**src/rtl/vga_pkg.sv**
```systemverilog
// Shared raster constants, colour palette and counter helpers for the VGA timing
// generator and the rgb-producing blocks that consume its counts.
package vga_pkg;

  typedef logic [9:0]  count_t;
  typedef logic [11:0] rgb_t;

  localparam int unsigned CLK_DIV  = 32'd4;
  localparam int unsigned H_SYNC   = 32'd96;
  localparam int unsigned H_BP     = 32'd48;
  localparam int unsigned H_ACTIVE = 32'd640;
  localparam int unsigned H_FP     = 32'd16;
  localparam int unsigned V_SYNC   = 32'd2;
  localparam int unsigned V_BP     = 32'd33;
  localparam int unsigned V_ACTIVE = 32'd480;
  localparam int unsigned V_FP     = 32'd10;

  localparam int unsigned H_TOTAL = H_SYNC + H_BP + H_ACTIVE + H_FP;
  localparam int unsigned V_TOTAL = V_SYNC + V_BP + V_ACTIVE + V_FP;

  localparam count_t H_VIS_START = count_t'(H_SYNC + H_BP);
  localparam count_t H_VIS_END   = count_t'(H_SYNC + H_BP + H_ACTIVE - 32'd1);
  localparam count_t V_VIS_START = count_t'(V_SYNC + V_BP);
  localparam count_t V_VIS_END   = count_t'(V_SYNC + V_BP + V_ACTIVE - 32'd1);
  localparam count_t V_FP_START  = count_t'(V_SYNC + V_BP + V_ACTIVE);

  localparam rgb_t COLOR_BLACK  = 12'h000;
  localparam rgb_t COLOR_WHITE  = 12'hFFF;
  localparam rgb_t COLOR_RED    = 12'hF00;
  localparam rgb_t COLOR_GREEN  = 12'h0F0;
  localparam rgb_t COLOR_BLUE   = 12'h00F;
  localparam rgb_t COLOR_YELLOW = 12'hFF0;
  localparam rgb_t COLOR_CYAN   = 12'h0FF;
  localparam rgb_t COLOR_GREY   = 12'h888;

  // Modulo counter step: returns 0 after the last position, otherwise cnt+1.
  function automatic count_t wrap_inc(input count_t cnt, input count_t last);
    count_t res;
    if (cnt == last) begin
      res = 10'd0;
    end else begin
      res = cnt + 10'd1;
    end
    return res;
  endfunction

  // Inclusive range test used for the visible window on both axes.
  function automatic logic in_window(input count_t pos, input count_t lo, input count_t hi);
    return (pos >= lo) && (pos <= hi);
  endfunction

endpackage

```
**src/rtl/vga_timing_generator_if.sv**
```systemverilog
// Raster timing bundle: the generator drives it (master), rgb blocks and the
// VGA pin drivers observe it (slave).
interface vga_timing_generator_if;
  import vga_pkg::*;

  logic   pixel_en;
  count_t hCount;
  count_t vCount;
  logic   hSync;
  logic   vSync;
  logic   bright;
  logic   frame_tick;

  modport master (
    output pixel_en, hCount, vCount, hSync, vSync, bright, frame_tick
  );

  modport slave (
    input pixel_en, hCount, vCount, hSync, vSync, bright, frame_tick
  );

endinterface

```
**src/rtl/vga_timing_generator_pixel_clk_div.sv**
```systemverilog
// Board-clock divider producing a registered one-clk pixel_en strobe every DIV
// clocks; the first strobe arrives on the DIV-th edge after reset release.
module pixel_clk_div
  import vga_pkg::*;
#(
  parameter int unsigned DIV = CLK_DIV
) (
  input  logic clk,
  input  logic rst,
  output logic pixel_en
);

  localparam int W = $clog2(DIV);
  localparam logic [W-1:0] DIV_LAST = W'(DIV - 32'd1);
  localparam logic [W-1:0] DIV_ONE  = W'(32'd1);

  logic [W-1:0] div_r;
  logic         pixel_en_r;

  // Divider wraps at DIV-1; the strobe is the registered wrap condition.
  always_ff @(posedge clk or negedge rst) begin
    if (!rst) begin
      div_r      <= '0;
      pixel_en_r <= 1'b0;
    end else begin
      if (div_r == DIV_LAST) begin
        div_r <= '0;
      end else begin
        div_r <= div_r + DIV_ONE;
      end
      pixel_en_r <= (div_r == DIV_LAST);
    end
  end

  assign pixel_en = pixel_en_r;

endmodule

```
**src/rtl/vga_timing_generator.sv**
```systemverilog
// 640x480@60Hz raster timing: pixel counters, active-low syncs, display enable
// and a once-per-frame tick at the start of the vertical front porch.
module vga_timing_generator #(
  parameter int unsigned CLK_DIV  = vga_pkg::CLK_DIV,
  parameter int unsigned H_SYNC   = vga_pkg::H_SYNC,
  parameter int unsigned H_BP     = vga_pkg::H_BP,
  parameter int unsigned H_ACTIVE = vga_pkg::H_ACTIVE,
  parameter int unsigned H_FP     = vga_pkg::H_FP,
  parameter int unsigned V_SYNC   = vga_pkg::V_SYNC,
  parameter int unsigned V_BP     = vga_pkg::V_BP,
  parameter int unsigned V_ACTIVE = vga_pkg::V_ACTIVE,
  parameter int unsigned V_FP     = vga_pkg::V_FP
) (
  input  logic                  clk,
  input  logic                  rst,
  vga_timing_generator_if.master vga
);

  localparam vga_pkg::count_t H_LAST      = vga_pkg::count_t'(H_SYNC + H_BP + H_ACTIVE + H_FP - 32'd1);
  localparam vga_pkg::count_t V_LAST      = vga_pkg::count_t'(V_SYNC + V_BP + V_ACTIVE + V_FP - 32'd1);
  localparam vga_pkg::count_t H_SYNC_END  = vga_pkg::count_t'(H_SYNC);
  localparam vga_pkg::count_t V_SYNC_END  = vga_pkg::count_t'(V_SYNC);
  localparam vga_pkg::count_t H_VIS_START = vga_pkg::count_t'(H_SYNC + H_BP);
  localparam vga_pkg::count_t H_VIS_END   = vga_pkg::count_t'(H_SYNC + H_BP + H_ACTIVE - 32'd1);
  localparam vga_pkg::count_t V_VIS_START = vga_pkg::count_t'(V_SYNC + V_BP);
  localparam vga_pkg::count_t V_VIS_END   = vga_pkg::count_t'(V_SYNC + V_BP + V_ACTIVE - 32'd1);
  localparam vga_pkg::count_t V_FP_START  = vga_pkg::count_t'(V_SYNC + V_BP + V_ACTIVE);

  logic            pixel_en_s;
  vga_pkg::count_t h_r;
  vga_pkg::count_t v_r;
  vga_pkg::count_t h_next_s;
  vga_pkg::count_t v_next_s;
  logic            hsync_r;
  logic            vsync_r;
  logic            bright_r;
  logic            frame_tick_r;

  pixel_clk_div #(
    .DIV (CLK_DIV)
  ) u_pixel_clk_div (
    .clk      (clk),
    .rst      (rst),
    .pixel_en (pixel_en_s)
  );

  // Next raster position; counts only move on the pixel strobe.
  always_comb begin
    h_next_s = h_r;
    v_next_s = v_r;
    if (pixel_en_s) begin
      h_next_s = vga_pkg::wrap_inc(h_r, H_LAST);
      if (h_r == H_LAST) begin
        v_next_s = vga_pkg::wrap_inc(v_r, V_LAST);
      end else begin
        v_next_s = v_r;
      end
    end else begin
      h_next_s = h_r;
      v_next_s = v_r;
    end
  end

  // Counts and decodes are registered from the next position so syncs and
  // bright switch on the same edge as the counts they describe.
  always_ff @(posedge clk or negedge rst) begin
    if (!rst) begin
      h_r          <= 10'd0;
      v_r          <= 10'd0;
      hsync_r      <= 1'b0;
      vsync_r      <= 1'b0;
      bright_r     <= 1'b0;
      frame_tick_r <= 1'b0;
    end else begin
      h_r          <= h_next_s;
      v_r          <= v_next_s;
      hsync_r      <= (h_next_s >= H_SYNC_END);
      vsync_r      <= (v_next_s >= V_SYNC_END);
      bright_r     <= vga_pkg::in_window(h_next_s, H_VIS_START, H_VIS_END) &&
                      vga_pkg::in_window(v_next_s, V_VIS_START, V_VIS_END);
      frame_tick_r <= pixel_en_s && (h_next_s == 10'd0) && (v_next_s == V_FP_START);
    end
  end

  assign vga.pixel_en   = pixel_en_s;
  assign vga.hCount     = h_r;
  assign vga.vCount     = v_r;
  assign vga.hSync      = hsync_r;
  assign vga.vSync      = vsync_r;
  assign vga.bright     = bright_r;
  assign vga.frame_tick = frame_tick_r;

endmodule

```
**src/flat_wrapper.sv**
```systemverilog
// flat-port wrapper written by rule: the top's interface ports become plain ports
module vga_timing_generator_flat 
#(
  parameter int unsigned CLK_DIV  = vga_pkg::CLK_DIV,
  parameter int unsigned H_SYNC   = vga_pkg::H_SYNC,
  parameter int unsigned H_BP     = vga_pkg::H_BP,
  parameter int unsigned H_ACTIVE = vga_pkg::H_ACTIVE,
  parameter int unsigned H_FP     = vga_pkg::H_FP,
  parameter int unsigned V_SYNC   = vga_pkg::V_SYNC,
  parameter int unsigned V_BP     = vga_pkg::V_BP,
  parameter int unsigned V_ACTIVE = vga_pkg::V_ACTIVE,
  parameter int unsigned V_FP     = vga_pkg::V_FP
)
  (clk, rst, vga_pixel_en, vga_hCount, vga_vCount, vga_hSync, vga_vSync, vga_bright, vga_frame_tick);
  vga_timing_generator_if vga_i ();
  input  logic clk;
  input  logic rst;
  output wire logic [$bits(vga_i.pixel_en)-1:0] vga_pixel_en;
  output wire logic [$bits(vga_i.hCount)-1:0] vga_hCount;
  output wire logic [$bits(vga_i.vCount)-1:0] vga_vCount;
  output wire logic [$bits(vga_i.hSync)-1:0] vga_hSync;
  output wire logic [$bits(vga_i.vSync)-1:0] vga_vSync;
  output wire logic [$bits(vga_i.bright)-1:0] vga_bright;
  output wire logic [$bits(vga_i.frame_tick)-1:0] vga_frame_tick;
  assign vga_pixel_en = vga_i.pixel_en;
  assign vga_hCount = vga_i.hCount;
  assign vga_vCount = vga_i.vCount;
  assign vga_hSync = vga_i.hSync;
  assign vga_vSync = vga_i.vSync;
  assign vga_bright = vga_i.bright;
  assign vga_frame_tick = vga_i.frame_tick;
  vga_timing_generator #(.CLK_DIV(CLK_DIV), .H_SYNC(H_SYNC), .H_BP(H_BP), .H_ACTIVE(H_ACTIVE), .H_FP(H_FP), .V_SYNC(V_SYNC), .V_BP(V_BP), .V_ACTIVE(V_ACTIVE), .V_FP(V_FP)) u_core (.clk(clk), .rst(rst), .vga(vga_i));
endmodule
```
**config.mk**
```make
export PLATFORM = sky130hd
export DESIGN_NAME = vga_timing_generator_flat
export DESIGN_NICKNAME = d
export VERILOG_FILES = /design/src/rtl/vga_pkg.sv /design/src/rtl/vga_timing_generator_if.sv /design/src/rtl/vga_timing_generator_pixel_clk_div.sv /design/src/rtl/vga_timing_generator.sv /design/src/flat_wrapper.sv
export SDC_FILE = /design/constraint.sdc
export NUM_CORES = 1
export LEC_CHECK = 0
export ABC_AREA = 1
export BUFFER_PORTS_ARGS = -buffer_cell sky130_fd_sc_hd__clkbuf_2
export CAP_MARGIN = 20
export CORE_UTILIZATION = 54
export DETAILED_ROUTE_END_ITERATION = 16
export PLACE_DENSITY_LB_ADDON = 0.3
export SLEW_MARGIN = 0
export SYNTH_ARGS = -nofsm -noshare
export SYNTH_HDL_FRONTEND = slang
export SYNTH_SLANG_ARGS = --single-unit
```
**constraint.sdc**
```tcl
create_clock -name clk -period 2.1 [get_ports clk]
set_input_delay 0.105 -clock clk [delete_from_list [all_inputs] [get_ports clk]]
set_output_delay 0.105 -clock clk [all_outputs]
set_load 0.02 [all_outputs]
```
# Word-level counts from Yosys, hierarchy flattened
# Index checks and enable logic that the tools add are counted.
# word_totals
ff_bits,27
input_bits,2
wordCells,33
# op_classes
add_sub_neg,3
magnitude_cmp,6
n_eq_ne,4
n_mux,6
n_reduce_logical,6
# ops
cell,count
$mux 10,5
$eq 10x10->1 const B,3
$add 10x1->10 const B,2
$le 10x10->1 const B,2
$ge 10x2->1 const B,1
$ge 10x6->1 const B,1
$ge 10x7->1 const B,1
$ge 10x8->1 const B,1
$logic_not 10->1,1
$logic_and 1x1->1,5
$add 2x1->2 const B,1
$eq 2x2->1 const B,1
$mux 2,1

# Logic depth before layout (Yosys ltp)
# Gate-level depths: netlist of the first run.
# depth
ltp_word,7
depth_mapped,15
depth_no_buf,15

# Modules after synthesis
# A second synthesis of the first run with hierarchy kept.
# hier_totals
hier_cells,241
area_unflattened_um2,1706.6
# by_module_without_submodules
mod,instances,cells_per_inst,area_each_um2,seq_area_each_um2
vga_timing_generator,1,236,1615.3,600.6
pixel_clk_div,1,5,91.3,75.1

# Least setup slack after synthesis of the first run
# No wires, ideal clock.
# synth_path
kind,register to register
from,register u_core.h_r[1] (netlist: u_core.vga.hCount[1])
to,register u_core.frame_tick_r (netlist: u_core.vga.frame_tick)
arrival_ps,1740
t_required_ps,2029
path_slack_ps,288
path_stages_with_launch,13
path_buffers,0
synth_period_minus_slack_ps,1812
path_cell_list,dfrtp_1 ha_1 nand2_1 nor2_4 nand2_2 nor2_8 nand3_2 nand2_2 nand2_1 inv_1 nand3_2 nand3b_1 nor2_1
# synth_via
elab_chain_cells,6
elab_cells_between_ends,10
cone_classes,add/sub (1); eq/ne (2); mux (4); reduce/logical (3)
# synth_rtl
element,line,source
start: declaration,vga_timing_generator.sv:30,vga_pkg::count_t h_r;
start signal: assignment,vga_timing_generator.sv:75,h_r <= h_next_s;
$add 10x1->10 / $eq 10x10->1 (equally long branches),"vga_pkg.sv:42, vga_pkg.sv:39, vga_timing_generator.sv:53",
$mux 10,vga_pkg.sv:39,if (cnt == last) begin
$mux 10,vga_timing_generator.sv:51,if (pixel_en_s) begin
$logic_not 10->1,vga_timing_generator.sv:81,frame_tick_r <= pixel_en_s && (h_next_s == 10'd0) && (v_next_s == V_FP_START);
$logic_and 1x1->1,vga_timing_generator.sv:81,
$logic_and 1x1->1 (*),vga_timing_generator.sv:81,
end signal: assignment,vga_timing_generator.sv:81,
end: declaration,vga_timing_generator.sv:37,logic frame_tick_r;
# Mark *: on every way between the ends. The rest lies on a longest branch, timed or not.

# Final worst setup path of the first run
# layout_path
from,register u_core.v_r[0] (netlist: u_core.vga.vCount[0])
to,register u_core.bright_r (netlist: u_core.vga.bright)
# layout_via
elab_chain_cells,7
elab_cells_between_ends,9
cone_classes,add/sub (1); order compare (2); eq/ne (1); mux (3); reduce/logical (2)
# layout_rtl
element,line,source
start: declaration,vga_timing_generator.sv:31,vga_pkg::count_t v_r;
start signal: assignment,vga_timing_generator.sv:76,v_r <= v_next_s;
$add 10x1->10 / $eq 10x10->1 (equally long branches),"vga_pkg.sv:42, vga_pkg.sv:39",
$mux 10,vga_pkg.sv:39,
$mux 10,vga_timing_generator.sv:53,if (h_r == H_LAST) begin
$mux 10 (*),vga_timing_generator.sv:51,
$ge 10x6->1 / $le 10x10->1 (equally long branches),vga_pkg.sv:49,return (pos >= lo) && (pos <= hi);
$logic_and 1x1->1 (*),vga_pkg.sv:49,
$logic_and 1x1->1 (*),vga_timing_generator.sv:79,"bright_r <= vga_pkg::in_window(h_next_s, H_VIS_START, H_VIS_END) &&"
end signal: assignment,vga_timing_generator.sv:79,
end: declaration,vga_timing_generator.sv:36,logic bright_r;
# Marked as above.

==> metrics, run 1 <==
Starting Density=57.7%; Max Cap Viol=0; Max clock buf depth=2; Area Growth Syn to Fin=12.6%; PortBufs=26; CP Class=flop to flop; Worst Tran Pin Value=659 ps; post-synthesis sequential area ratio=38.1%; synth unique cells=26; maximum fanout along the worst path=6; fin nets=285; Post-Syn Nets=253; dpl cells=316; Antenna Violating Nets Remaining=0; ys async rst share=100%; Max-Slew Margin vs Limit=56.1%; period utilization=90.5%; Crit path depth=14; Mapped Area=1780 um^2; H-Tree Level Count=1; vias after detailed routing=1586; final core occ=65.0%; worst-path cell chain=inv_1 > ha_1 > inv_1 > nor2_1 > nand4_2 > clkinv_1 > nand3_1 > nand3_1 > nand2_2 > nor2_1 > nand2_1 > nor2_2 > nor2_1 > nor2_1; Buf/Inv on CP=3; # rows=20; Final Hold Fails=0; endpoint class of the critical path=flop; drt first-iter violations=83; clock latency on the worst-skew pair=340 ps; Die Wd=59.3 um; Residual DRC=0; initial antenna violation count=0; fin cells=322; io pins=27; ant diodes=0; top post-synthesis cells by area=dfrtp_1, nand2_1, inv_1; core area=3080 um^2; Sink Count=27; most frequent cells in the layout=nand2_1, inv_1, nor2_1, dfrtp_1, clkbuf_2; routability cong.=0.883; GR Util All Layers=23.0%; fmax=0.526 GHz; Initial DRT Pass Iterations=4; Yosys top cell by area=dfrtp_1; largest net degree at the start of global routing=28; reg2reg path depth=14; ys flop type=dfrtp_1; setup violators final=0; Cells after Synth=247; Critical Path Max Stage Delay=470 ps; FF+latch count, synth=27; min cycle time layout=1900 ps; die height=59.3 um; WP data required=2390 ps; CTS tree=built; crit path DAT=2190 ps; RSZ-0062 raised after global routing=false; Cell Pwr Density=383 nW/um^2; most used cell, CP=nor2_1; layout cells sized above 1=23.4%; CTS Buf Count=3; Synth warnings=0; max-slew violations=0; Final Routed Wirelength=3630 um; Worst IR Drop VDD=0.423 mV; Worst Hold Margin=300 ps; area share of the largest cell type after synthesis=38.1%; Clock Tree Root=clkbuf_4; first-pass GRT wire length=6010 um; vias per inst=4.93; CP Launch Type=flop; setup_tns=0 ps; reg-to-reg slack, setup=200 ps; Slowest cell on crit path=dfrtp_1; Top delay family on crit path=simple AND/OR/NAND/NOR gates; Clock Pin Slew Worst Setup and Hold Paths=150 ps; Setup Skew=2.77 ps; vias in the first global route=1344; Post-DP HPWL=2800 um; Overall Power=0.000766 W; number of synthesized flops with an enable pin=0; HP Class=primary input to asynchronous set/reset pin; Synth Area per Inst=7.19 um^2; most common cell after layout, fill and taps aside=nand2_1; Lkg Pwr=1.16 nW; status=complete, no violations; DIE AREA=3520 um^2; DR WL/cell=11.3 um; Remaining Overflow, GRT=0
cell type report:
class,instances,area (um^2)
clock buffers,3,22.5
fillers,282,1080
multi-input cells,170,902
inverters,47,176
well taps,44,55.1
repair buffers,30,163
flip-flops and latches,27,676
clock inverters,1,5.00
Yosys cell counts (2+ instances only):
cell type  count
nor2_1        27
nor2_4         2
o21ai_0        4
nand4_2        4
nor2_2         6
nand4_1        4
clkinv_1       2
xor2_1         2
inv_1         42
nand2_2        8
dfrtp_1       27
inv_2          3
nand3_2        7
nor3_1         3
nand3b_1       2
ha_1           4
nand2_1       66
o21ai_1        4
nand3_1       23
flip-flops by register name, summed over array words and instances, names as in the netlist:
register                         flops
u_core.vga.hSync                     1
u_core.vga.vCount                   10
u_core.vga.bright                    1
u_core.vga.hCount                   10
u_core.u_pixel_clk_div.pixel_en      1
u_core.vga.vSync                     1
u_core.u_pixel_clk_div.div_r         2
u_core.vga.frame_tick                1
per-layer routing:
metal | vias up | track usage [%] | share of wire (%)
met5 | - | 0 | 0
met4 | 0 | 5.10 | 0.94
met3 | 4 | 4.59 | 5.4
met2 | 36 | 35.3 | 47
met1 | 712 | 33.3 | 47
li1 | 834 | - | -
stage by stage:
stage	worst slack [ps]	instance area [um^2]
2_1_floorplan	288	1780
3_3_place_gp	249	1950
3_5_place_dp	209	1950
4_1_cts	196	1990
5_1_grt	8.28	2000
6_report	200	2000
worst paths after layout:
check,end,startpoint
setup / recovery,u_core.vga.bright,u_core.vga.vCount[0]
hold / removal,u_core.vga.hCount[9],rst
setup reg to reg,u_core.vga.bright,u_core.vga.vCount[0]
hold reg to reg,u_core.u_pixel_clk_div.div_r[0],u_core.u_pixel_clk_div.div_r[0]
max in group asynchronous,u_core.vga.vCount[5],rst
min in group clk,u_core.u_pixel_clk_div.div_r[0],u_core.u_pixel_clk_div.div_r[0]
logic make-up after synthesis:
| logic type | count (synthesis) | synth area share [%] |
|---|---|---|
| flip-flops | 27 | 38.1 |
| adder cells (fa/ha/maj) | 4 | 2.82 |
| AND/OR/NAND/NOR | 153 | 43.3 |
| XOR/XNOR | 2 | 0.987 |
| AO/OA/AOI/OAI | 11 | 3.52 |
| buffers and inverters | 50 | 11.3 |
timing repair:
item,4_1_cts,5_1_grt
hold buffers,1,0
hold endpoints to repair,27,0
setup buffers,0,1
gates resized for setup,0,1
setup endpoints to repair,0,1
worst register-to-register path, cell delays in order, from the launching register on:
cell and delay [ps]:
dfrtp_1 470, inv_1 110, ha_1 140, inv_1 30, nor2_1 120, nand4_2 160
clkinv_1 110, nand3_1 100, nand3_1 120, nand2_2 110, nor2_1 120, nand2_1 70
nor2_2 70, nor2_1 50, nor2_1 70
where the power goes:
group	total, W	internal [W]	switching (W)
logic	0.0000116	0.00000183	0.00000978
registers	0.000520	0.000520	0
clock network	0.000235	0.0000718	0.000163
Note: power is estimated with default switching activity, not from simulation.
==> run 2, diff against run 1 <==
--- a/config.mk
+++ b/config.mk
@@ -5,7 +5,7 @@
 export SDC_FILE = /design/constraint.sdc
 export NUM_CORES = 1
 export LEC_CHECK = 0
-export ABC_AREA = 1
+export ABC_AREA = 0
 export BUFFER_PORTS_ARGS = -buffer_cell sky130_fd_sc_hd__clkbuf_2
 export CAP_MARGIN = 20
 export CORE_UTILIZATION = 54
==> metrics, run 2 <==
status=complete, but fails checks; failing checks=negative setup slack; Final Routed Wirelength=4700 um; met2 usage=55.1%; fin nets=236; fraction of the mapped netlist area in adder cells=3.45%; # rows=18; Int Power=0.000593 W; fmax=0.391 GHz; max-slew violations=0; Synth Area in XOR/XNOR=7.25%; Mapped Area=1450 um^2; Remaining Overflow, GRT=0; Area Growth Syn to Fin=50.3%; Synth warnings=0; met3 Usage GRT=4.24%; Post-DP HPWL=2890 um; PortBufs=26; Cells after Synth=145; routability cong.=0.892; largest net degree at the start of global routing=28; register share of total power=69.0%; Gate power share=1.6%; Max clock buf depth=2; vias after detailed routing=1548; Synth Area per Inst=10.0 um^2; Yosys top cell by area=dfrtp_1; Worst IR Drop VDD=0.337 mV; GR Util All Layers=31.8%; CP Class=flop to flop; setup_tns=-988 ps; sequential cell area=679 um^2; drt first-iter violations=82; post-synthesis sequential area ratio=46.6%; Final Hold Fails=0; Antenna Violating Nets Remaining=0; Worst Tran Pin Value=675 ps; most frequent cells in the layout=buf_4, clkbuf_2, dfrtp_1; ys async rst share=100%; crit path DAT=2810 ps; fill count=117; Clock Pin Slew Worst Setup and Hold Paths=140 ps; layout cells sized above 1=52.0%; final core occ=87.2%; Cell Pwr Density=346 nW/um^2; busiest grt layer=met2; dpl ws=-377 ps; most common cell in the synthesized netlist=dfrtp_1; RSZ-0062 raised after global routing=true; Net Switching=0.000160 W; top post-synthesis cells by area=dfrtp_1, xnor2_1, nand4_1; initial antenna violation count=0; ant diodes=0; clock latency on the worst-skew pair=320 ps; Clock power frac=29.4%; H-Tree Level Count=1; mux cell area share after synthesis=1.47%; most common cell after layout, fill and taps aside=buf_4; Initial DRT Pass Iterations=5; setup violators final=3; Max Cap Viol=0; WP data required=2350 ps; first-pass GRT wire length=6410 um; FF+latch count, synth=27; Post-Syn Nets=151; Overall Power=0.000753 W; reg2reg path depth=8; ys flop type=dfrtp_1; period utilization=122%; die height=53.8 um; Setup Skew=4.63 ps; Starting Density=58.0%; Clock Tree Root=clkbuf_4; core area=2500 um^2; M1 GR Usage=40.6%; Post-Synth Simple-Gate Area=24.8%; synth cell count leaders=dfrtp_1, nand2_1, nor2_1; Residual DRC=0; Max-Slew Margin vs Limit=55.0%; setup ws final=-457 ps; switching share of power=21.2%; min cycle time layout=2560 ps; number of synthesized flops with an enable pin=0; CTS Buf Count=3; DR WL/cell=18.1 um; CP Launch Type=flop; Lkg Pwr=1.20 nW; HP Class=primary input to asynchronous set/reset pin; DIE AREA=2900 um^2; vias per inst=5.98; area share of the largest cell type after synthesis=46.6%; Die Wd=53.8 um; CTS tree=built; Worst Hold Margin=330 ps; multi-input logic area=811 um^2; endpoint class of the critical path=flop; io pins=27; main combinational cell family by area after synthesis=simple AND/OR/NAND/NOR gates; maximum fanout along the worst path=4; vias in the first global route=1392; post-synthesis compound-gate area fraction=10.7%; Sink Count=27; synth unique cells=42
-- run 2: final cells by class --
| class | instances | share of cell area (%) |
|---|---|---|
| repair buffers | 85 | 26.8 |
| multi-input cells | 102 | 37.2 |
| clock inverters | 1 | 0.230 |
| clock buffers | 3 | 1.03 |
| flip-flops and latches | 27 | 31.2 |
| well taps | 30 | 1.72 |
| inverters | 11 | 1.89 |
-- run 2: critical path, stage by stage (launching register included) --
cell      delay, ps
dfrtp_1         440
buf_4           130
buf_4           100
and3_1          250
nand3_1         230
o21ai_0         380
o31ai_2         160
or4_4           560
a211oi_2        230
-- run 2: stage by stage --
step | cells | area [um^2]
after floorplan | 145 | 1480
after global placement | 245 | 1960
after detailed placement | 245 | 1960
after CTS | 254 | 2110
after global routing | 259 | 2180
final | 259 | 2180
-- run 2: kinds of logic (layout without fill, tap and decap cells) --
family          after synthesis  in the layout
mux                           2              2
flops                        27             27
simple gates                 61             61
compound gates               23             23
fa+ha+maj                     4              4
buf+inv                      16            100
xor+xnor                     12             12
-- run 2: worst paths after layout --
kind	start	end	slack [ps]
setup / recovery	u_core.vga.vCount[0]	u_core.vga.bright	-460
hold / removal	rst	u_core.vga.vCount[7]	330
setup reg to reg	u_core.vga.vCount[0]	u_core.vga.bright	-460
hold reg to reg	u_core.u_pixel_clk_div.div_r[0]	u_core.u_pixel_clk_div.div_r[0]	440
max in group asynchronous	rst	u_core.vga.hCount[1]	1300
min in group clk	u_core.u_pixel_clk_div.div_r[0]	u_core.u_pixel_clk_div.div_r[0]	440
-- run 2: power groups by stage --
stage          Clock, W  Sequential [W]  Combinational [W]
2_1_floorplan         0        0.000530     0.000000000384
3_3_place_gp          0        0.000530          0.0000107
3_5_place_dp          0        0.000530          0.0000111
4_1_cts        0.000221        0.000520          0.0000121
5_1_grt        0.000243        0.000520          0.0000144
6_report       0.000221        0.000520          0.0000118
-- run 2: timing repair --
| item | 4_1_cts | 5_1_grt |
|---|---|---|
| endpoints found under the hold margin | 27 | 0 |
| endpoints found under the setup margin | 3 | 3 |
| gates resized for setup | 18 | 10 |
| buffers inserted | 5 | 5 |
| hold buffers | 1 | 0 |
| pin swaps | 9 | 16 |
-- run 2: metal layers --
metal / wire length, um / up-vias
met5: 0 / -
met3: 292 / 21
li1: - / 690
met4: 133 / 0
met2: 2390 / 84
met1: 1890 / 753
==> run 3, diff against run 2 <==
--- a/config.mk
+++ b/config.mk
@@ -5,12 +5,13 @@
 export SDC_FILE = /design/constraint.sdc
 export NUM_CORES = 1
 export LEC_CHECK = 0
-export ABC_AREA = 0
+export ABC_AREA = 1
 export BUFFER_PORTS_ARGS = -buffer_cell sky130_fd_sc_hd__clkbuf_2
 export CAP_MARGIN = 20
+export CORE_MARGIN = 2
 export CORE_UTILIZATION = 54
 export DETAILED_ROUTE_END_ITERATION = 16
-export PLACE_DENSITY_LB_ADDON = 0.3
+export PLACE_DENSITY = 0.76
 export SLEW_MARGIN = 0
 export SYNTH_ARGS = -nofsm -noshare
 export SYNTH_HDL_FRONTEND = slang
==> metrics, run 3 (synthesized netlist as in run 1, its figures left out) <==
Int Power=0.000597 W; setup_tns=0 ps; DR WL/cell=11.3 um; ant diodes=0; DIE AREA=3760 um^2; setup violators final=0; drt first-iter violations=65; status=complete, no violations; fin nets=286; Starting Density=57.2%; met2 wire length=1710 um; Setup Skew=4.34 ps; register share of total power=67.8%; Gate power share=1.5%; HP Class=primary input to asynchronous set/reset pin; Worst Tran Pin Value=663 ps; Max clock buf depth=2; Post-DP Area=1950 um^2; Area Growth Syn to Fin=13.5%; first-pass GRT wire length=6020 um; reg2reg path depth=10; routability cong.=0.905; dpl ws=195 ps; Lkg Pwr=1.16 nW; most frequent cells in the layout=nand2_1, inv_1, nor2_1, dfrtp_1, clkbuf_2; CTS Buf Count=3; period utilization=92.0%; vias after detailed routing=1582; largest net degree at the start of global routing=28; core area=3100 um^2; CP Launch Type=flop; layout cells sized above 1=23.3%; crit path DAT=2210 ps; initial antenna violation count=0; Top Metal Used=met4; Initial DRT Pass Iterations=5; WL met3=149 um; io pins=27; CTS tree=built; max-slew violations=0; die height=61.3 um; Metal-1 WL=1740 um; Clock Pin Slew Worst Setup and Hold Paths=150 ps; PortBufs=26; maximum fanout along the worst path=6; Post-DP HPWL=2840 um; Clock power frac=30.7%; reg-to-reg endpoint=u_core.vga.frame_tick; Final Routed Wirelength=3650 um; reg-to-reg slack, setup=170 ps; WP data required=2370 ps; Die Wd=61.3 um; vias per inst=4.90; final core occ=64.9%; Antenna Violating Nets Remaining=0; Net Switching=0.000171 W; Max Cap Viol=0; Remaining Overflow, GRT=0; min cycle time layout=1930 ps; Residual DRC=0; Clock Tree Root=clkbuf_4; # rows=20; most common cell after layout, fill and taps aside=nand2_1; switching share of power=22.2%; H-Tree Level Count=1; clock latency on the worst-skew pair=330 ps; Max-Slew Margin vs Limit=55.8%; endpoint class of the critical path=flop; GR Util All Layers=21.6%; Final Hold Fails=0; Worst Hold Margin=311 ps; worst r2r src=u_core.vga.hCount[0]; final instance area=2010 um^2; CP Class=flop to flop; Sink Count=27; Worst IR Drop VDD=0.255 mV; vias in the first global route=1308; fmax=0.518 GHz; setup ws final=169 ps; Cell Pwr Density=381 nW/um^2
## run 3: cell types whose count changed in the layout (fill, tap and decap cells not counted), sizes merged, moves of 3 or more
cell | previous run | this run
inv | 11 | 45
xnor2 | 10 | 0
and3 | 3 | 0
nand3 | 7 | 30
a211oi | 3 | 0
and4 | 6 | 0
nor2 | 12 | 36
buf | 58 | 4
a21oi | 4 | 0
nand2 | 12 | 74
## run 3: worst max-delay path by stage
stage / start / to / slack (ps) / cells past startpoint
6_report: u_core.vga.hCount[0] / u_core.vga.frame_tick / 170 / 10
3_3_place_gp: u_core.vga.hCount[0] / u_core.vga.bright / 230 / 13
2_1_floorplan: u_core.vga.hCount[1] / u_core.vga.frame_tick / 290 / 12
3_5_place_dp: u_core.vga.hCount[0] / u_core.vga.bright / 190 / 13
4_1_cts: u_core.vga.hCount[0] / u_core.vga.bright / 170 / 13
5_1_grt: u_core.vga.hCount[0] / u_core.vga.bright / -2 / 13
## run 3: worst max-delay path: stages, from the launching register on
cell and delay [ps]:
dfrtp_1 420, ha_1 250, nand2_1 110, nor2_4 130, nand4_2 180, nand2_1 100
o21ai_1 100, a21boi_1 210, nand3_2 100, nand3b_1 170, nor2_1 100
## run 3: repair_timing
| action | in CTS | in global routing |
|---|---|---|
| setup endpoints to repair | 0 | 2 |
| hold endpoints to repair | 27 | 0 |
| hold buffers | 1 | 0 |
| buffers inserted | 0 | 2 |
| gates resized for setup | 0 | 2 |
## run 3: per-layer routing
metal  track usage, %  vias to the layer above
met5                0                        -
met4             8.81                        0
met3             2.10                        4
met2             33.0                       42
met1             31.6                      701
li1                 -                      835
## run 3: power by group through the flow
| stage | Sequential [W] | Combinational [W] | Clock, W |
|---|---|---|---|
| CTS | 0.000520 | 0.0000125 | 0.000242 |
| finish | 0.000520 | 0.0000117 | 0.000236 |
| global placement | 0.000530 | 0.0000111 | 0 |
| detailed placement | 0.000530 | 0.0000112 | 0 |
| floorplan | 0.000530 | 0.000000000662 | 0 |
| global route | 0.000520 | 0.0000143 | 0.000258 |
## run 3: metrics by stage
step / power (W) / instances
after detailed placement: 0.000541 / 316
final: 0.000767 / 323
after CTS: 0.000775 / 321
after floorplan: 0.000530 / 247
after global routing: 0.000792 / 323
after global placement: 0.000541 / 316
## run 3: layout make-up
class | instances | area, um^2
clock buffer | 4 | 26.3
fill | 310 | 1090
inverter | 47 | 176
multi-input combinational | 170 | 911
sequential | 27 | 676
tap | 44 | 55.1
timing repair buffer | 31 | 170
